**src/rtl/dm_access_ctrl.sv**
```systemverilog
// Data-memory access controller: turns pipeline load/store requests into
// handshaked memory transactions, with alignment/range checks, load-lane
// extraction and a bus-error timeout.
module dm_access_ctrl #(
   parameter logic [31:0] ADDR_LO = 32'h0000_0000,
   parameter logic [31:0] ADDR_HI = 32'h0000_3FFF,
   parameter int unsigned TIMEOUT = 64
) (
   input  logic        clk,
   input  logic        reset,
   // pipeline request side
   input  logic        req_valid,
   output logic        req_ready,
   input  logic        req_we,
   input  logic [1:0]  req_width,
   input  logic        req_sign,
   input  logic [31:0] req_addr,
   input  logic [31:0] req_wdata,
   input  logic [31:0] req_pc,
   // memory port
   output logic        mem_valid,
   input  logic        mem_ready,
   output logic        mem_we,
   output logic [3:0]  mem_be,
   output logic [31:0] mem_addr,
   output logic [31:0] mem_wdata,
   input  logic        mem_rvalid,
   input  logic [31:0] mem_rdata,
   // completion / fault
   output logic        rsp_valid,
   output logic [31:0] rsp_rdata,
   output logic        busy,
   output logic        exc_valid,
   output logic [4:0]  exc_code,
   output logic [31:0] exc_badaddr,
   output logic [31:0] exc_pc
);

   typedef enum logic [2:0] {StIdle, StReq, StWait, StDone, StFault} state_t;

   localparam logic [31:0] AddrSpan = ADDR_HI - ADDR_LO;
   // Fault on the edge where the counter would reach TIMEOUT-1.
   localparam logic [7:0]  CntLast  = 8'(TIMEOUT - 2);

   localparam logic [4:0] ExcAdEL = 5'd4;
   localparam logic [4:0] ExcAdES = 5'd5;
   localparam logic [4:0] ExcDbe  = 5'd7;

   state_t      state_q;
   logic [7:0]  cnt_q;
   logic        we_q;
   logic [1:0]  width_q;
   logic        sign_q;
   logic [31:0] addr_q;
   logic [31:0] pc_q;

   logic        req_fault;
   logic [3:0]  be_calc;
   logic [31:0] wdata_calc;
   logic [15:0] lane_h;
   logic [7:0]  lane_b;
   logic [31:0] load_ext;

   // Request decode: fault detection, byte enables and lane-replicated data
   always_comb begin
      req_fault  = 1'b0;
      be_calc    = 4'b1111;
      wdata_calc = req_wdata;
      case (req_width)
         2'b00: req_fault = |req_addr[1:0];
         2'b01: begin
            req_fault  = req_addr[0];
            be_calc    = req_addr[1] ? 4'b1100 : 4'b0011;
            wdata_calc = {req_wdata[15:0], req_wdata[15:0]};
         end
         2'b10: begin
            be_calc    = 4'b0001 << req_addr[1:0];
            wdata_calc = {4{req_wdata[7:0]}};
         end
         default: req_fault = 1'b1;
      endcase
      // Offsetting by ADDR_LO makes addresses below the window wrap to a huge
      // value, so one unsigned compare covers both range limits.
      if ((req_addr - ADDR_LO) > AddrSpan) begin
         req_fault = 1'b1;
      end
      if (!req_we) begin
         be_calc = 4'b1111;
      end
   end

   // Load lane selection and zero/sign extension from the latched request
   always_comb begin
      lane_h = addr_q[1] ? mem_rdata[31:16] : mem_rdata[15:0];
      lane_b = mem_rdata[{addr_q[1:0], 3'b000} +: 8];
      case (width_q)
         2'b00:   load_ext = mem_rdata;
         2'b01:   load_ext = {{16{sign_q & lane_h[15]}}, lane_h};
         default: load_ext = {{24{sign_q & lane_b[7]}}, lane_b};
      endcase
   end

   assign busy      = (state_q != StIdle);
   assign req_ready = (state_q == StIdle);

   // Control FSM with registered memory, response and exception outputs
   always_ff @(posedge clk or negedge reset) begin
      if (!reset) begin
         state_q     <= StIdle;
         cnt_q       <= 8'd0;
         we_q        <= 1'b0;
         width_q     <= 2'b00;
         sign_q      <= 1'b0;
         addr_q      <= 32'd0;
         pc_q        <= 32'd0;
         mem_valid   <= 1'b0;
         mem_we      <= 1'b0;
         mem_be      <= 4'b0000;
         mem_addr    <= 32'd0;
         mem_wdata   <= 32'd0;
         rsp_valid   <= 1'b0;
         rsp_rdata   <= 32'd0;
         exc_valid   <= 1'b0;
         exc_code    <= 5'd0;
         exc_badaddr <= 32'd0;
         exc_pc      <= 32'd0;
      end else begin
         rsp_valid <= 1'b0;
         exc_valid <= 1'b0;
         case (state_q)
            StIdle: begin
               if (req_valid) begin
                  we_q    <= req_we;
                  width_q <= req_width;
                  sign_q  <= req_sign;
                  addr_q  <= req_addr;
                  pc_q    <= req_pc;
                  cnt_q   <= 8'd0;
                  if (req_fault) begin
                     state_q     <= StFault;
                     exc_valid   <= 1'b1;
                     exc_code    <= req_we ? ExcAdES : ExcAdEL;
                     exc_badaddr <= req_addr;
                     exc_pc      <= req_pc;
                  end else begin
                     state_q   <= StReq;
                     mem_valid <= 1'b1;
                     mem_we    <= req_we;
                     mem_be    <= be_calc;
                     mem_addr  <= {req_addr[31:2], 2'b00};
                     mem_wdata <= wdata_calc;
                  end
               end
            end
            StReq: begin
               if (mem_ready) begin
                  mem_valid <= 1'b0;
                  if (we_q) begin
                     state_q   <= StDone;
                     rsp_valid <= 1'b1;
                     rsp_rdata <= 32'd0;
                     cnt_q     <= 8'd0;
                  end else begin
                     state_q <= StWait;
                     cnt_q   <= cnt_q + 8'd1;
                  end
               end else if (cnt_q == CntLast) begin
                  mem_valid   <= 1'b0;
                  state_q     <= StFault;
                  exc_valid   <= 1'b1;
                  exc_code    <= ExcDbe;
                  exc_badaddr <= addr_q;
                  exc_pc      <= pc_q;
                  cnt_q       <= 8'd0;
               end else begin
                  cnt_q <= cnt_q + 8'd1;
               end
            end
            StWait: begin
               if (mem_rvalid) begin
                  state_q   <= StDone;
                  rsp_valid <= 1'b1;
                  rsp_rdata <= load_ext;
                  cnt_q     <= 8'd0;
               end else if (cnt_q == CntLast) begin
                  state_q     <= StFault;
                  exc_valid   <= 1'b1;
                  exc_code    <= ExcDbe;
                  exc_badaddr <= addr_q;
                  exc_pc      <= pc_q;
                  cnt_q       <= 8'd0;
               end else begin
                  cnt_q <= cnt_q + 8'd1;
               end
            end
            StDone:  state_q <= StIdle;
            StFault: state_q <= StIdle;
            default: state_q <= StIdle;
         endcase
      end
   end

endmodule

```
**config.mk**
```make
export PLATFORM = sky130hd
export DESIGN_NAME = dm_access_ctrl
export DESIGN_NICKNAME = d
export VERILOG_FILES = /design/src/rtl/dm_access_ctrl.sv
export SDC_FILE = /design/constraint.sdc
export NUM_CORES = 1
export LEC_CHECK = 0
export CORE_MARGIN = 2
export CORE_UTILIZATION = 52
export CTS_CLUSTER_DIAMETER = 40
export CTS_CLUSTER_SIZE = 8
export DETAILED_ROUTE_END_ITERATION = 12
export PLACE_DENSITY = 0.93
export REMOVE_ABC_BUFFERS = 1
export SYNTH_ARGS = -nofsm -noshare
export SYNTH_HDL_FRONTEND = slang
export SYNTH_SLANG_ARGS = --single-unit
```
**constraint.sdc**
```tcl
create_clock -name clk -period 3.9 [get_ports clk]
set_clock_uncertainty 0.1 [all_clocks]
set_input_delay 0.585 -clock clk [delete_from_list [all_inputs] [get_ports clk]]
set_output_delay 0.585 -clock clk [all_outputs]
set_load 0.05 [all_outputs]
```
# == After elaboration in Yosys (flattened, before gate mapping) ==
# Cells that the tools add are included.
# op_classes
shift,2
reduce_logical,14
magnitude_cmp,1
bitwise,3
mul,0
n_addsub,1
eq_ne,15
n_mux,59
n_div,0
# ops
op,count
$mux 32,13
$pmux 32 s2,3
$pmux 32 s3,2
$mux 8,5
$gt 32x14->1 const B,1
$shiftx 32x6->8,1
$mux 5,5
$pmux 8 s3,1
$mux 16,1
$mux 1,15
$mux 3,5
$pmux 5 s3,1
$ne 2x2->1 const B,7
$pmux 3 s3,1
$add 8x1->8 const B,1
$eq 8x6->1 const B,1
$mux 4,2
$pmux 4 s2,1
$reduce_and 4->1,2
$pmux 1 s3,2
$reduce_bool 3->1,2
$reduce_and 5->1,1
$eq 2x1->1 const B,2
$logic_not 2->1,2
other kinds (14),18
# word_totals
latch_bits,0
ramBits,0
in_bits,137
memories,0
reg_bits,250
romBits,0

# == Depth between registers and ports, before layout ==
# logic_depth
word_depth,6
mapped_depth,9
ltp_nobuf,7

# == Worst setup path after synthesis ==
# Ideal clock, no wire load.
# synth_path
kind,register -> register
from,register state_q[0]
to,register mem_we
arrival_ps,2322
stages_incl_launch_ff,7
n_path_buf,2
t_required_ps,3675
synth_period_minus_slack_ps,2547
slack_ps,1353
path_cell_list,dfrtp_1 nor3_2 and2_1 buf_2 nor3b_4 buf_4 mux2_2
# synth_via
elab_chain_cells,2
# synth_lines
element,line_no,rtl
from (decl),49,state_t state_q;
from (signal assigned),109,state_q <= StIdle;
from (signal assigned),140,state_q <= StFault;
from (signal assigned),146,state_q <= StReq;
$logic_not 3->1,-,
named net req_ready,13,"output logic req_ready,"
$reduce_and 3->1 (no line),-,
to (signal assigned),148,mem_we <= req_we;
to (decl),23,"output logic mem_we,"
# The timed path passes the listed nets, and every way through them passes these cells.
# A chain may end at the register's enable or synchronous reset.

# == Worst setup path after layout ==
# layout_path
from,input port req_width[1]
to,register exc_pc[23]
# layout_via
elab_chain_cells,5
elab_cells_between_ends,7
classes_between,eq/ne (3); mux (2); reduce/logical (2)
# layout_lines
element,line_no,rtl
from (decl),15,"input logic [1:0] req_width,"
"$eq 2x2->1, or another cell as far along",69,case (req_width)
$pmux 1 s3 (*),69,
$mux 1 (*),84,if ((req_addr - ADDR_LO) > AddrSpan) begin
$ne 2x1->1 (no line) (*),-,
$reduce_and 5->1 (no line) (*),-,
to (signal assigned),144,exc_pc <= req_pc;
to (signal assigned),173,exc_pc <= pc_q;
to (signal assigned),190,exc_pc <= pc_q;
to (decl),36,output logic [31:0] exc_pc
# Every way passes the cells marked *; elsewhere a longest branch is shown, timed or not.

==> flow_summary.json <==
{
  "grt-busiest-layer": "met2",
  "leakage_nw": 6.55,
  "post-dp-hpwl_um": 20800,
  "routedWlPerCell_um": 21.0,
  "coreArea_um2": 20400,
  "ctsResizeCount": 0,
  "timing.rr.start": "state_q[2]",
  "clk_latency_ns": 0.51,
  "dp_slack_ns": 0.531,
  "hp-class": "in2async",
  "syn2layout_area_growth_pct": 41.2,
  "drive_above_1_share": 0.142,
  "die_w_um": 149,
  "fin_crit_ns": 2.90,
  "synth_adder_area_share": 0.00688,
  "io_pins": 312,
  "port-buffer-count": 307,
  "cts_tree": "built",
  "layout_setup_ws_ns": 1.00,
  "synth-simple-area-share": 0.104,
  "yosys_warnings": 0,
  "slew_headroom": 0.226,
  "first_global_vias": 9430,
  "drc": 0,
  "hold_slack_ns": -0.00692,
  "p_per_area_nw_per_um2": 485,
  "criticalPathCategory": "in2reg",
  "start_kind": "input pin",
  "dieArea_um2": 22100,
  "syn_inst": 954,
  "most-common-layout-cells": "clkdlybuf4s50_1, dfrtp_1, mux2_2",
  "nNetsFinal": 1390,
  "fillCellCount": 1326,
  "cts_root_buffer": "clkbuf_16",
  "rows": 52,
  "synth_seq_area_share": 0.569,
  "grt_util_met2": 0.488,
  "violations": "negative hold slack",
  "drtIter0Drc": 494,
  "viasPerCell": 5.88,
  "fin_crit_sh": 0.743,
  "cp.required_ns": 4.20,
  "cts_buffer_depth": 3,
  "grtUsageTotal": 0.291,
  "synth_compound_area_frac": 0.111,
  "synth_area_um2": 10900,
  "status": "finished, violations left",
  "met1_usage": 0.362,
  "met3_usage": 0.0765,
  "drtAntennaViolNets": 0,
  "clkTransAtPathRegs_ns": 0.05,
  "cp-end-kind": "flip-flop",
  "worst_slew_pin_slew_ns": 1.16,
  "cts_hold_buf": 0,
  "first_pass_iters": 6,
  "place_congestion": 0.940,
  "final_common_cell": "clkdlybuf4s50_1",
  "synth.mux.area_fraction": 0.170,
  "fmax_ghz": 0.345,
  "antenna_found_initial": 0,
  "async_reset_ff_frac": 1.00,
  "worstPathArrival_ns": 3.20,
  "drv_cap": 0,
  "grt_max_degree": 105,
  "setup_viol": 0,
  "ys_types": 50,
  "ys_seq_elements": 248,
  "ir_drop_mv": 0.425,
  "synth_top_family_by_area": "multiplexers",
  "setup_tns_ns": 0,
  "grt-ovfl-total": 0,
  "htreeDepth": 2,
  "avgSynthCellArea_um2": 11.4,
  "finish.utilization": 0.754,
  "cts_buffers": 41,
  "post_cts_buffers": 0,
  "reg2reg_to": "mem_wdata[0]",
  "antenna_cells": 0,
  "final_hold_viol_count": 2,
  "initial_core_util": 0.534,
  "synth-main-ff-cell": "dfrtp_1",
  "rsz0062_at_grt": "no",
  "num_vias": 9022,
  "final_max_slew_viol_count": 0,
  "cts_sinks": 248,
  "wirelength_um": 32300,
  "synth-edff-count": 0,
  "fp.dieH_um": 149,
  "grt_pass1_wl_um": 50900,
  "rr_worst_depth": 5,
  "synth_xor_area_frac": 0.00241,
  "crit_fanout": 67,
  "r2r_slack_ns": 1.32
}
## power breakdown
| group | internal, W | switching, W | leakage, nW |
|---|---|---|---|
| clock network | 0.00218 | 0.00116 | 0.618 |
| logic | 0.000484 | 0.000734 | 2.74 |
| registers | 0.00277 | 0.000141 | 3.19 |
## critical path: stages
cell and delay [ns]:
clkdlybuf4s50_1 0.58, inv_1 0.10, ha_1 0.22, nand2_1 0.10
nand4_1 0.32, o21ai_4 0.25, buf_4 0.65, nand3_1 0.18
o21ai_0 0.16
## worst max-delay path by stage
stage	start	endpoint	slack, ns	cells past startpoint
detailed placement	req_width[1]	exc_pc[24]	0.53	9
CTS	req_width[1]	exc_pc[23]	1.0	9
global placement	req_width[1]	exc_badaddr[27]	0.63	9
floorplan	state_q[2]	mem_be[0]	-1.80	5
global route	req_width[1]	exc_badaddr[24]	0.87	9
finish	req_width[1]	exc_pc[23]	1.00	9
## stage by stage
stage / instance area, um2 / std cells / power, W / hold WS (ns)
2_1_floorplan: 10600 / 883 / 0.00359 / 0.189
3_3_place_gp: 14100 / 1474 / 0.00410 / 0.353
3_5_place_dp: 14100 / 1474 / 0.00415 / 0.360
4_1_cts: 15400 / 1535 / 0.00752 / 0.0496
5_1_grt: 15400 / 1535 / 0.00773 / 0.0741
6_report: 15400 / 1535 / 0.00747 / -0.00692
## kinds of logic after synthesis
| logic type | count (synthesis) |
|---|---|
| AOI/OAI and AO/OA | 207 |
| xor gates and xnor gates | 3 |
| adders and majority gates | 6 |
| buffers and inverters | 85 |
| DFF | 248 |
| muxes | 171 |
| other | 1 |
| and+or+nand+nor | 233 |
## metal layers
metal | vias up | part of all wire | wire [um]
met1 | 4498 | 0.38 | 12300
met4 | 0 | 0.040 | 1300
met2 | 428 | 0.49 | 15800
li1 | 3992 | - | -
met3 | 104 | 0.087 | 2820
met5 | - | 0 | 0
## synthesized netlist by cell type (all sizes together) (3+ instances only)
cell type / n / area (um2)
and3: 6 / 37.5
nor2b: 28 / 175
o31ai: 3 / 22.5
a22oi: 16 / 120
o221ai: 7 / 61.3
a21oi: 45 / 225
buf: 41 / 231
nor4: 4 / 25.0
a31oi: 15 / 93.8
nand2: 54 / 203
mux2: 100 / 1130
xnor2: 3 / 26.3
mux2i: 70 / 701
nor3: 8 / 45.0
o21ai: 96 / 484
and2: 4 / 25.0
a211o: 3 / 26.3
nand2b: 5 / 31.3
ha: 6 / 75.1
dfrtp: 248 / 6210
nor2: 45 / 169
clkbuf: 33 / 128
inv: 11 / 41.3
nand3: 71 / 355
a211oi: 9 / 67.6
## state kept, by name, summed over array words and instances (netlist names), 8 cells and up
name and flops:
exc_badaddr 32, pc_q 32, exc_pc 32, mem_wdata 32, mem_addr 30, rsp_rdata 32, addr_q 32, cnt_q 8
## layout make-up
| class | instances | area, um2 | share of cell area |
|---|---|---|---|
| inverters | 11 | 41.3 | 0.00268 |
| repair buffers | 321 | 3230 | 0.210 |
| well taps | 270 | 338 | 0.0219 |
| clock inverters | 8 | 97.6 | 0.00634 |
| clock buffers | 53 | 1150 | 0.0749 |
| multi-input cells | 624 | 4330 | 0.281 |
| flip-flops and latches | 248 | 6210 | 0.403 |
Power figures use the tool's default switching activity.
